===== src/rtl/aes_pkg.sv =====
// Shared AES datapath constants and types.
// Used by the FIFO read-side block assembler and its neighbours.
package aes_pkg;

    localparam int AES_BLK_BYTES = 16;
    localparam int AES_BYTE_W    = 8;

    typedef enum logic {
        RDR_COLLECT,
        RDR_HOLD
    } rdr_state_t;

    typedef logic [127:0] aes_blk_t;

endpackage


===== src/rtl/mod_fifo_reader.sv =====
// Drains a byte FIFO and assembles BYTES consecutive bytes into one block,
// offered to the cipher core over valid/ready and held until accepted.
//
// state       | meaning
// RDR_COLLECT | popping bytes and capturing them into blk_out slots
// RDR_HOLD    | block complete, blk_valid high, waiting for blk_ready
module mod_fifo_reader
    import aes_pkg::*;
#(
    parameter int BYTES = AES_BLK_BYTES,
    parameter int DW    = AES_BYTE_W
) (
    input  logic                         clk,
    input  logic                         rst,
    input  logic                         clr,
    input  logic [DW-1:0]                buf_out,
    input  logic                         buf_empty,
    output logic                         rd_en,
    output logic [BYTES*DW-1:0]          blk_out,
    output logic                         blk_valid,
    input  logic                         blk_ready,
    output logic [$clog2(BYTES+1)-1:0]   byte_cnt
);

    localparam int CW = $clog2(BYTES + 1);
    localparam int IW = $clog2(BYTES * DW);
    localparam logic [CW-1:0] CNT_FULL = CW'(BYTES);
    localparam logic [CW-1:0] CNT_LAST = CW'(BYTES - 1);
    localparam logic [CW-1:0] CNT_ONE  = CW'(1);

    rdr_state_t    state;
    logic [CW-1:0] issued;
    logic          pend;
    logic          pop;
    logic [IW-1:0] slot_lsb;

    assign rd_en    = rst && (state == RDR_COLLECT) && (issued < CNT_FULL) && !clr;
    assign pop      = rd_en && !buf_empty;
    // Slot 0 sits in the MSBs; only meaningful while byte_cnt < BYTES.
    assign slot_lsb = IW'((BYTES - 1 - int'(byte_cnt)) * DW);

    always_ff @(posedge clk or negedge rst) begin
        if (!rst) begin
            state     <= RDR_COLLECT;
            issued    <= '0;
            pend      <= 1'b0;
            byte_cnt  <= '0;
            blk_valid <= 1'b0;
            blk_out   <= '0;
        end else if (clr) begin
            // blk_out is left as is; the next block overwrites every slot.
            state     <= RDR_COLLECT;
            issued    <= '0;
            pend      <= 1'b0;
            byte_cnt  <= '0;
            blk_valid <= 1'b0;
        end else begin
            case (state)
                RDR_COLLECT: begin
                    pend <= pop;
                    if (pop) begin
                        issued <= issued + CNT_ONE;
                    end
                    if (pend) begin
                        blk_out[slot_lsb +: DW] <= buf_out;
                        byte_cnt                <= byte_cnt + CNT_ONE;
                        if (byte_cnt == CNT_LAST) begin
                            state     <= RDR_HOLD;
                            blk_valid <= 1'b1;
                        end
                    end
                end
                RDR_HOLD: begin
                    if (blk_ready) begin
                        state     <= RDR_COLLECT;
                        issued    <= '0;
                        byte_cnt  <= '0;
                        blk_valid <= 1'b0;
                    end
                end
                default: state <= RDR_COLLECT;
            endcase
        end
    end

endmodule


===== config.mk =====
export PLATFORM = sky130hd
export DESIGN_NAME = mod_fifo_reader
export DESIGN_NICKNAME = d
export VERILOG_FILES = /design/src/rtl/aes_pkg.sv /design/src/rtl/mod_fifo_reader.sv
export SDC_FILE = /design/constraint.sdc
export NUM_CORES = 1
export LEC_CHECK = 0
export CAP_MARGIN = 20
export CELL_PAD_IN_SITES_DETAIL_PLACEMENT = 0
export CELL_PAD_IN_SITES_GLOBAL_PLACEMENT = 1
export CORE_MARGIN = 1.5
export CORE_UTILIZATION = 45
export CTS_BUF_LIST = sky130_fd_sc_hd__clkbuf_8
export DETAILED_ROUTE_END_ITERATION = 12
export GPL_ROUTABILITY_DRIVEN = 0
export HOLD_SLACK_MARGIN = 0.1
export PLACE_DENSITY_LB_ADDON = 0.1
export SLEW_MARGIN = 20
export SYNTH_ARGS = -nofsm -noshare
export SYNTH_HDL_FRONTEND = slang
export SYNTH_SLANG_ARGS = --single-unit

===== constraint.sdc =====
create_clock -name clk -period 4.7 [get_ports clk]
set_input_delay 0.47 -clock clk [delete_from_list [all_inputs] [get_ports clk]]
set_output_delay 0.47 -clock clk [all_outputs]
set_load 0.02 [all_outputs]

==> results.md, run 1 <==
Worst setup path:
- The top fanout value on the critical path is 63.
- STA classifies the critical path startpoint as an input port.
- Among cell families on the critical path, the largest total delay comes from buffers and inverters.
- Walking the worst path, the cells encountered are dlygate4sd3_1 > buf_6 > nor4b_1 > clkdlybuf4s50_1.
- Counting both buffers and inverters, the worst setup path holds a total of 3.
- STA classifies the critical path endpoint as an output pin.
- The critical path is of the in2out type.
- At the worst endpoint, the required time is 4.23 ns.
- The largest single stage delay on the critical path is around 0.65 ns.
- Among all stages on the critical path, the largest delay is contributed by sky130_fd_sc_hd__clkdlybuf4s50_1.
- STA puts the critical path data arrival time at between 2 and 2.5 ns.
- The worst register-to-register path has a setup slack of just under 2 ns.

GRT:
- The initial antenna violation count is 0.
- The via count of the first global-routing pass was 3991.
- The first global-routing pass estimated 21960 µm of wire.
- Entering global routing, the biggest net connects 82 pins.
- Across every metal layer, demand over resource in global routing totals 0.2052.
- The global route total overflow is 0.

Timing:
- The final setup skew is 0.006768 ns.
- The setup TNS is 0 ns.
- At the pin with the least slew margin, the transition time is between 0.7 and 0.8 ns.
- The final number of max-transition violations is 0.
- Timing would allow up to 342.9 MHz.
- Of the available clock period, the critical path in the final layout requires 0.6205.
- Measured against its own limit, the worst slew margin works out to 0.4722.
- For the finished layout, the period the worst path requires is 2.917 ns.
- Setup repair after global routing left no endpoint under its margin.
- Setup violations remaining at the end of the flow were counted as 0.
- The number of hold violations in the final report is 0.

Detailed routing:
- In the final routed layout, each cell accounts on average for 18.08 µm.
- The first routing iteration left about 160 violations.
- The number of iterations in the first detailed-routing pass is 4.
- The aggregate routed wire length is 13520 µm.
- The number of remaining DRC errors is 0.
- The number of antenna-violating nets in the routed design is 0.
- The vias per cell is 5.080.
- The total via count after detailed routing is 3800.

Synth:
- Synthesis inferred 141 register bits.
- Of the synthesized area, sequential elements account for 0.5820.
- The synthesized-area fraction occupied by ao, oa, aoi and oai cells is 0.02869.
- The synthesized netlist occupies a cell area of 6062 µm².
- A synthesized cell averages 15.27 µm².
- The number of distinct library cell variants in the gate-level netlist after synthesis is 46.
- The number of nets handed over by synthesis was 415.
- The cell accounting for the most synthesized area is sky130_fd_sc_hd__dfrtp_1.
- Synthesis produced a netlist whose cell count is a little under 400.
- The most common flop cell mapped by yosys is sky130_fd_sc_hd__dfrtp_1.
- The synthesized design contains 0 enable-type register cells.
- Of the post-synthesis cell area, the dominant cell type holds 0.5820.
- Of the total synthesized cell area, the portion taken by AND, OR, NAND and NOR gates is 0.1044.
- By area, the combinational part of the netlist is dominated by multiplexers.
- The total of warnings raised by yosys is 0.
- Of the total synthesized cell area, the portion taken by XOR and XNOR cells is 0.01342.
- The portion of netlist area occupied by mux cells is 0.2510.
- In the post-synthesis netlist, the biggest area contributors are sky130_fd_sc_hd__dfrtp_1 58%, sky130_fd_sc_hd__mux2_2 20%, sky130_fd_sc_hd__mux2_4 4.0%.
- Of all flip-flops after synthesis, the portion carrying an async set or reset was 1.000.
- The adder-cell area share of the yosys netlist is 0.01032.

Power and ir drop:
- The overall power consumption is 0.002283 W.
- In this run the power density over the cells is 282.7 nW/µm².
- The leakage power of the design is 3.744 nW.
- The highest ir drop seen on vdd is 0.0002641 V.

Floorplanning:
- Row generation in the floorplan step produced 42 rows.
- After floorplanning, the core was sized to cover 13190 µm².
- Measured along the x axis, the die boundary spans 119.1 µm.
- The vertical die dimension is 119.1 µm.
- The die footprint is ~14000 µm².
- In this run the count of I/O pins placed on the die edge is 148.
- For this configuration, the core starts out at a cell density of 0.4596.

Finish:
- The net total in the final layout is 577.
- The area growth from synthesis to layout is 33.21%.
- In the final layout, the share of cells above drive strength 1 is 0.3059.
- The number of antenna diodes in the final layout is 0.

Clock network:
- The count of cells resized by post-cts repair is 0.
- Clock-pin slew was measured on the worst setup and hold paths at 0.07 ns.
- The number of clock sinks is 141.
- For the worst-skew pair, the clock arrives at the later sink with an insertion delay of 0.44 ns.
- Clock tree synthesis inserted a total of 17 buffers.
- CTS built an H-tree with a depth of 4.
- The TritonCTS clock tree is done.
- The number of setup buffers added after CTS is 0.
- The clock tree buffer depth is 2.
- The tree is rooted in a sky130_fd_sc_hd__clkbuf_8.

Run:
- Across the run, the number of max-cap violations was 0.

Worst hold path:
- The path class of the tightest hold or removal check is reg2reg.

Outcome:
- The flow ran to the end, and the final reports show no timing, DRC or antenna violations.

Placement:
- The number of I/O port buffers is around 150.
- The half-perimeter wire length after placement is 9409 µm.
-- power by group --
group | leakage [nW] | internal, W | total [W] | switching (W)
clock network | 0.199 | 0.000413 | 0.000838 | 0.000425
logic | 1.59 | 0.0000814 | 0.000189 | 0.000108
registers | 1.96 | 0.00124 | 0.00126 | 0.0000175
-- area by class of cell --
class | instances | area, µm²
Clock buffer | 18 | 247.7
Clock inverter | 14 | 90.09
Fill cell | 1081 | 5115
Inverter | 6 | 22.52
Multi-Input combinational cell | 244 | 2472
Sequential cell | 141 | 3528
Tap cell | 176 | 220.2
Timing Repair Buffer | 149 | 1494
-- flip-flops by register name (all words and copies together) (netlist names) --
name,cells
pend,1
blk_valid,1
issued,5
blk_out,128
state,1
byte_cnt,5
-- cells in the mapped netlist, drive strengths merged, types with 4 or more instances --
master	n
nand2	11
nor2b	6
and2	19
nor2	28
a21oi	7
nor4b	4
dfrtp	141
inv	6
mux2	128
buf	5
ha	5
-- path summary, 6_finish.rpt --
path                             start           to  cells past startpoint
max in group asynchronous          rst  blk_out[26]                      3
setup / recovery                   rst        rd_en                      4
setup reg to reg           byte_cnt[0]   blk_out[5]                      5
hold / removal             blk_out[36]  blk_out[36]                      1
hold reg to reg            blk_out[36]  blk_out[36]                      1
min in group asynchronous          rst  blk_out[88]                      2
-- cells by family after synthesis --
logic type / Yosys count
AOI/OAI and AO/OA: 21
xor gates and xnor gates: 5
adders and majority gates: 5
buffers and inverters: 12
DFF: 141
muxes: 130
and+or+nand+nor: 83
-- per-stage QoR --
stage	utilization	cell area [µm²]	worst slack [ns]	hold slack, ns	instances
2_1_floorplan	-	6062	2.392	0.1744	397
3_3_place_gp	0.5856	7724	1.658	0.4682	715
5_1_grt	0.6122	8075	1.627	0.5212	748
4_1_cts	0.6119	8071	1.726	0.4952	748
3_5_place_dp	0.5856	7724	1.630	0.4737	715
6_report	0.6122	8075	1.783	0.4879	748
-- routing by layer --
metal,routed length [µm],GRT usage,vias up
met5,0,0,-
met4,200,0.06928,0
met3,855,0.06657,16
met2,6563,0.3280,126
met1,5903,0.2644,1931
li1,-,-,1727
-- repair_timing --
item,in CTS,in global routing
setup endpoints to repair,0,0
hold endpoints to repair,60,0
hold buffers,1,0
-- placed cells by master (no fill, tap or decap), types with 2 or more instances in the layout --
cell type                           n
sky130_fd_sc_hd__a21oi_1            6
sky130_fd_sc_hd__a22oi_1            2
sky130_fd_sc_hd__and2_1            19
sky130_fd_sc_hd__buf_6              2
sky130_fd_sc_hd__clkbuf_8          18
sky130_fd_sc_hd__clkdlybuf4s50_1  146
sky130_fd_sc_hd__clkinv_2           6
sky130_fd_sc_hd__dfrtp_1          141
sky130_fd_sc_hd__ha_1               5
sky130_fd_sc_hd__inv_1             12
sky130_fd_sc_hd__mux2_1             5
sky130_fd_sc_hd__mux2_2           107
sky130_fd_sc_hd__mux2_4            16
sky130_fd_sc_hd__mux2i_1            2
sky130_fd_sc_hd__nand2_1           11
sky130_fd_sc_hd__nand2b_1           3
sky130_fd_sc_hd__nand3_2            2
sky130_fd_sc_hd__nor2_1            16
sky130_fd_sc_hd__nor2_4             9
sky130_fd_sc_hd__nor2_8             3
sky130_fd_sc_hd__nor2b_1            6
sky130_fd_sc_hd__nor3_1             3
sky130_fd_sc_hd__nor4b_4            3
sky130_fd_sc_hd__o21ai_0            2
sky130_fd_sc_hd__o22a_1             2
sky130_fd_sc_hd__xnor2_4            2
sky130_fd_sc_hd__xor2_1             2
(Power assumes the default switching activity.)
==> run 2: changes to the inputs <==
--- a/config.mk
+++ b/config.mk
@@ -9,7 +9,7 @@
 export CELL_PAD_IN_SITES_DETAIL_PLACEMENT = 0
 export CELL_PAD_IN_SITES_GLOBAL_PLACEMENT = 1
 export CORE_MARGIN = 1.5
-export CORE_UTILIZATION = 45
+export CORE_UTILIZATION = 42
 export CTS_BUF_LIST = sky130_fd_sc_hd__clkbuf_8
 export DETAILED_ROUTE_END_ITERATION = 12
 export GPL_ROUTABILITY_DRIVEN = 0
==> constraint.sdc (replaced) <==
create_clock -name clk -period 2.8 [get_ports clk]
set_input_delay 0.28 -clock clk [delete_from_list [all_inputs] [get_ports clk]]
set_output_delay 0.28 -clock clk [all_outputs]
set_load 0.02 [all_outputs]
==> results.md, run 2 (synthesized netlist as in run 1, its figures left out) <==
Power and ir drop:
- The power density over the cells is slightly above 500 nW/µm².
- Of the total power, the share spent switching nets is 0.2340.
- Overall power consumption after layout is estimated at about 0.0042 W.
- The relative contribution of sequential cells to total power is 0.505.
- The internal power contribution is between 0.003 and 0.004 W.
- Summed over all nets, the switching power comes to 0.0009744 W.
- Of the total power, the clock network draws 0.416.
- The worst-case IR drop observed on VDD is 0.0002603 V.
- The share of total power dissipated in combinational logic is 0.079.
- The leakage power of the design is 3.807 nW.

Finish:
- The net total in the final layout is about 580.
- After filler insertion, the fill cell instance count of the layout stands at 1166.
- The flip-flop count of the largest register, all copies and words added is 128.
- The largest register by flop count is blk_out.
- Of the cells placed in the final design, the portion with a size suffix greater than 1 is 0.3230.
- Leaving out fill and tap cells, the most frequent cells in the layout are 146 x sky130_fd_sc_hd__clkdlybuf4s50_1, 141 x sky130_fd_sc_hd__dfrtp_1, 107 x sky130_fd_sc_hd__mux2_2, 21 x sky130_fd_sc_hd__clkbuf_8, 19 x sky130_fd_sc_hd__and2_1.
- The commonest non-fill, non-tap cell in the layout is sky130_fd_sc_hd__clkdlybuf4s50_1.
- The area added between synthesis and finish is 35.79%.
- The final core utilization is 0.5885.
- In the final layout, the registers with the most flip-flops are blk_out (128), byte_cnt (5), issued (5).
- The repair_antennas step left the layout with diodes totalling 0.

Worst setup path:
- The element type at the critical path start is a flip-flop.
- In this run the critical register-to-register path is captured at blk_out[73].
- Of all nets on the critical path, the largest fanout is 8.
- The number of cell instances on the worst register-to-register path is 6.
- In this design, the stage delay of the slowest critical-path cell is around 0.47 ns.
- Tracing the worst setup path back leads to its startpoint at byte_cnt[1].
- The kind of end point of the critical path is a flip-flop.
- In this run the worst setup path terminates at blk_out[73].
- The worst register-to-register path begins at byte_cnt[1].
- The critical-path cell with the highest stage delay is sky130_fd_sc_hd__dfrtp_1.
- The required time reported for the critical path endpoint is 3.13 ns.
- Data arrives at the worst endpoint at 2.65 ns.
- The worst setup path is of the reg2reg kind.
- The critical path runs through a total of 6 cells.
- The critical path goes through ha_1 > nand2b_1 > o21ai_0 > o2bb2ai_1 > nand3_2 > mux2_2.
- Across all register-to-register paths, the minimum setup slack is 0.48 ns.
- Together, buffers and inverters on the worst path number 0.
- The gate family responsible for the most delay along the worst path is simple AND/OR/NAND/NOR gates.

Detailed routing:
- The number of antenna-violating nets in the routed design is 0.
- In the routed design, unresolved DRC markers number 0.
- The pre-antenna-repair detailed-routing pass consisted of 4 iterations.
- The DRC marker count from the first detailed-route iteration is 156.
- The aggregate routed wire length is 14020 µm.
- The vias per cell is a little over 5.
- The total via count after detailed routing is 3826.
- Dividing the detail-routed wire length by the instance count gives between 15 and 20 µm.

GRT:
- The via count of the first global-routing pass is 4021.
- The maximum number of pins on one net before global-route repair is roughly 130.
- The global-route total usage across every layer is 0.1992.
- The initial antenna violation count was 0.
- The wire length of the first global-routing pass is between 20000 and 25000 µm.
- The total overflow left after global routing is 0.

Timing:
- Setup repair after global routing left no endpoint under its margin.
- For the pin with the worst max-slew slack, the measured transition is 0.8188 ns.
- The achievable clock frequency is 431.2 MHz.
- The number of hold violations in the final report came to 0.
- The clock period could shrink to 2.319 ns.
- The total setup violations reported at the end of the flow is 0.
- Across the routed clock network, the largest skew measured is 0.007822 ns.
- The final critical-path share of the clock period is 0.8283.
- After layout, the worst setup slack is 0.4807 ns.
- The final number of max-transition violations is 0.
- In the final timing run, aggregate negative setup slack is 0 ns.
- The relative max-transition margin is 0.4529.

Clock network:
- The number of setup buffers added after CTS is 0.
- The insertion delay to the later sink of the worst-skew pair is ~0.44 ns.
- The clock tree buffer depth is 2.
- The number of clock sinks is about 140.
- The count of H-tree levels built during CTS is 4.
- Buffers inserted during clock tree synthesis total 17.
- Clock-pin slew was measured on the worst setup and hold paths at 0.08 ns.
- The tree is rooted in a sky130_fd_sc_hd__clkbuf_8.
- The TritonCTS clock tree is done.

Placement:
- The half-perimeter wire length after placement is approximately 9600 µm.
- The number of I/O port buffers is 147.
- At the placement stage, the worst setup path has a slack of approximately 0.37 ns.

Floorplanning:
- After floorplanning, the core was sized to cover approximately 14000 µm².
- In this run the count of I/O pins placed on the die edge is 148.
- The initial standard-cell utilization of the core is 0.4334.
- In this run the vertical extent of the chip is between 100 and 150 µm.
- After floorplanning, the core was divided into between 40 and 50 placement rows.
- From left edge to right edge, the die measures between 100 and 150 µm.
- The die footprint is 15160 µm².

Outcome:
- The run finished with clean final reports.

Worst hold path:
- The path class of the lowest-slack min-delay path is in2async.

Run:
- The tool flagged a number of max-cap violations equal to 0.
-- run 2: final cells by class --
cell class                 instances  area, µm²  area share
clock buffer                      21      289.0     0.03511
timing repair buffer             156       1555      0.1889
tap                              180      225.2     0.02736
sequential                       141       3528      0.4286
clock inverter                    11      138.9     0.01687
inverter                           6      22.52    0.002736
multi-input combinational        244       2472      0.3003
-- run 2: worst reg2reg max path: cells and delay by family (launching register included) --
kind,cells,cell delay [ns]
AND/OR/NAND/NOR,2,0.55
AO/OA/AOI/OAI,2,0.48
flip-flops,1,0.47
multiplexers,1,0.38
adder cells (fa/ha/maj),1,0.32
-- run 2: worst min path at each step --
stage | startpoint | to | slack (ns) | cells past startpoint
6_report | rst | blk_out[3] | 0.27 | 2
5_1_grt | rst | blk_out[3] | 0.25 | 2
4_1_cts | rst | blk_out[3] | 0.23 | 2
3_5_place_dp | rst | issued[4] | 0.10 | 1
3_3_place_gp | rst | issued[4] | 0.1 | 1
2_1_floorplan | rst | blk_out[0] | -0.02 | 0
-- run 2: what timing repair did --
item / in CTS / in global routing
hold buffers: 1 / 0
hold endpoints to repair: 141 / 0
setup endpoints to repair: 0 / 0
resized for setup: 0 / 0
-- run 2: metal layers --
metal / wire length [µm] / track usage / share of wire / up-vias
met5: 0 / 0 / 0 / -
met4: 279 / 0.08190 / 0.020 / 0
met3: 856 / 0.06458 / 0.061 / 20
met2: 6425 / 0.3021 / 0.46 / 116
met1: 6457 / 0.2644 / 0.46 / 1931
li1: - / - / - / 1759
-- run 2: power groups by stage --
stage | Clock, W | Combinational (W) | Sequential (W)
final | 0.00173 | 0.000329 | 0.00210
after global routing | 0.00187 | 0.000358 | 0.00211
after CTS | 0.00179 | 0.000336 | 0.00210
after detailed placement | 0 | 0.000334 | 0.00214
after global placement | 0 | 0.000329 | 0.00214
after floorplan | 0 | 0.0000910 | 0.00219
-- run 2: stage by stage --
| stage | area (µm²) | hold slack [ns] | instances |
|---|---|---|---|
| 2_1_floorplan | 6062 | -0.01559 | 397 |
| 3_3_place_gp | 7794 | 0.09935 | 726 |
| 3_5_place_dp | 7794 | 0.1047 | 726 |
| 4_1_cts | 8232 | 0.2275 | 759 |
| 5_1_grt | 8232 | 0.2467 | 759 |
| 6_report | 8232 | 0.2734 | 759 |
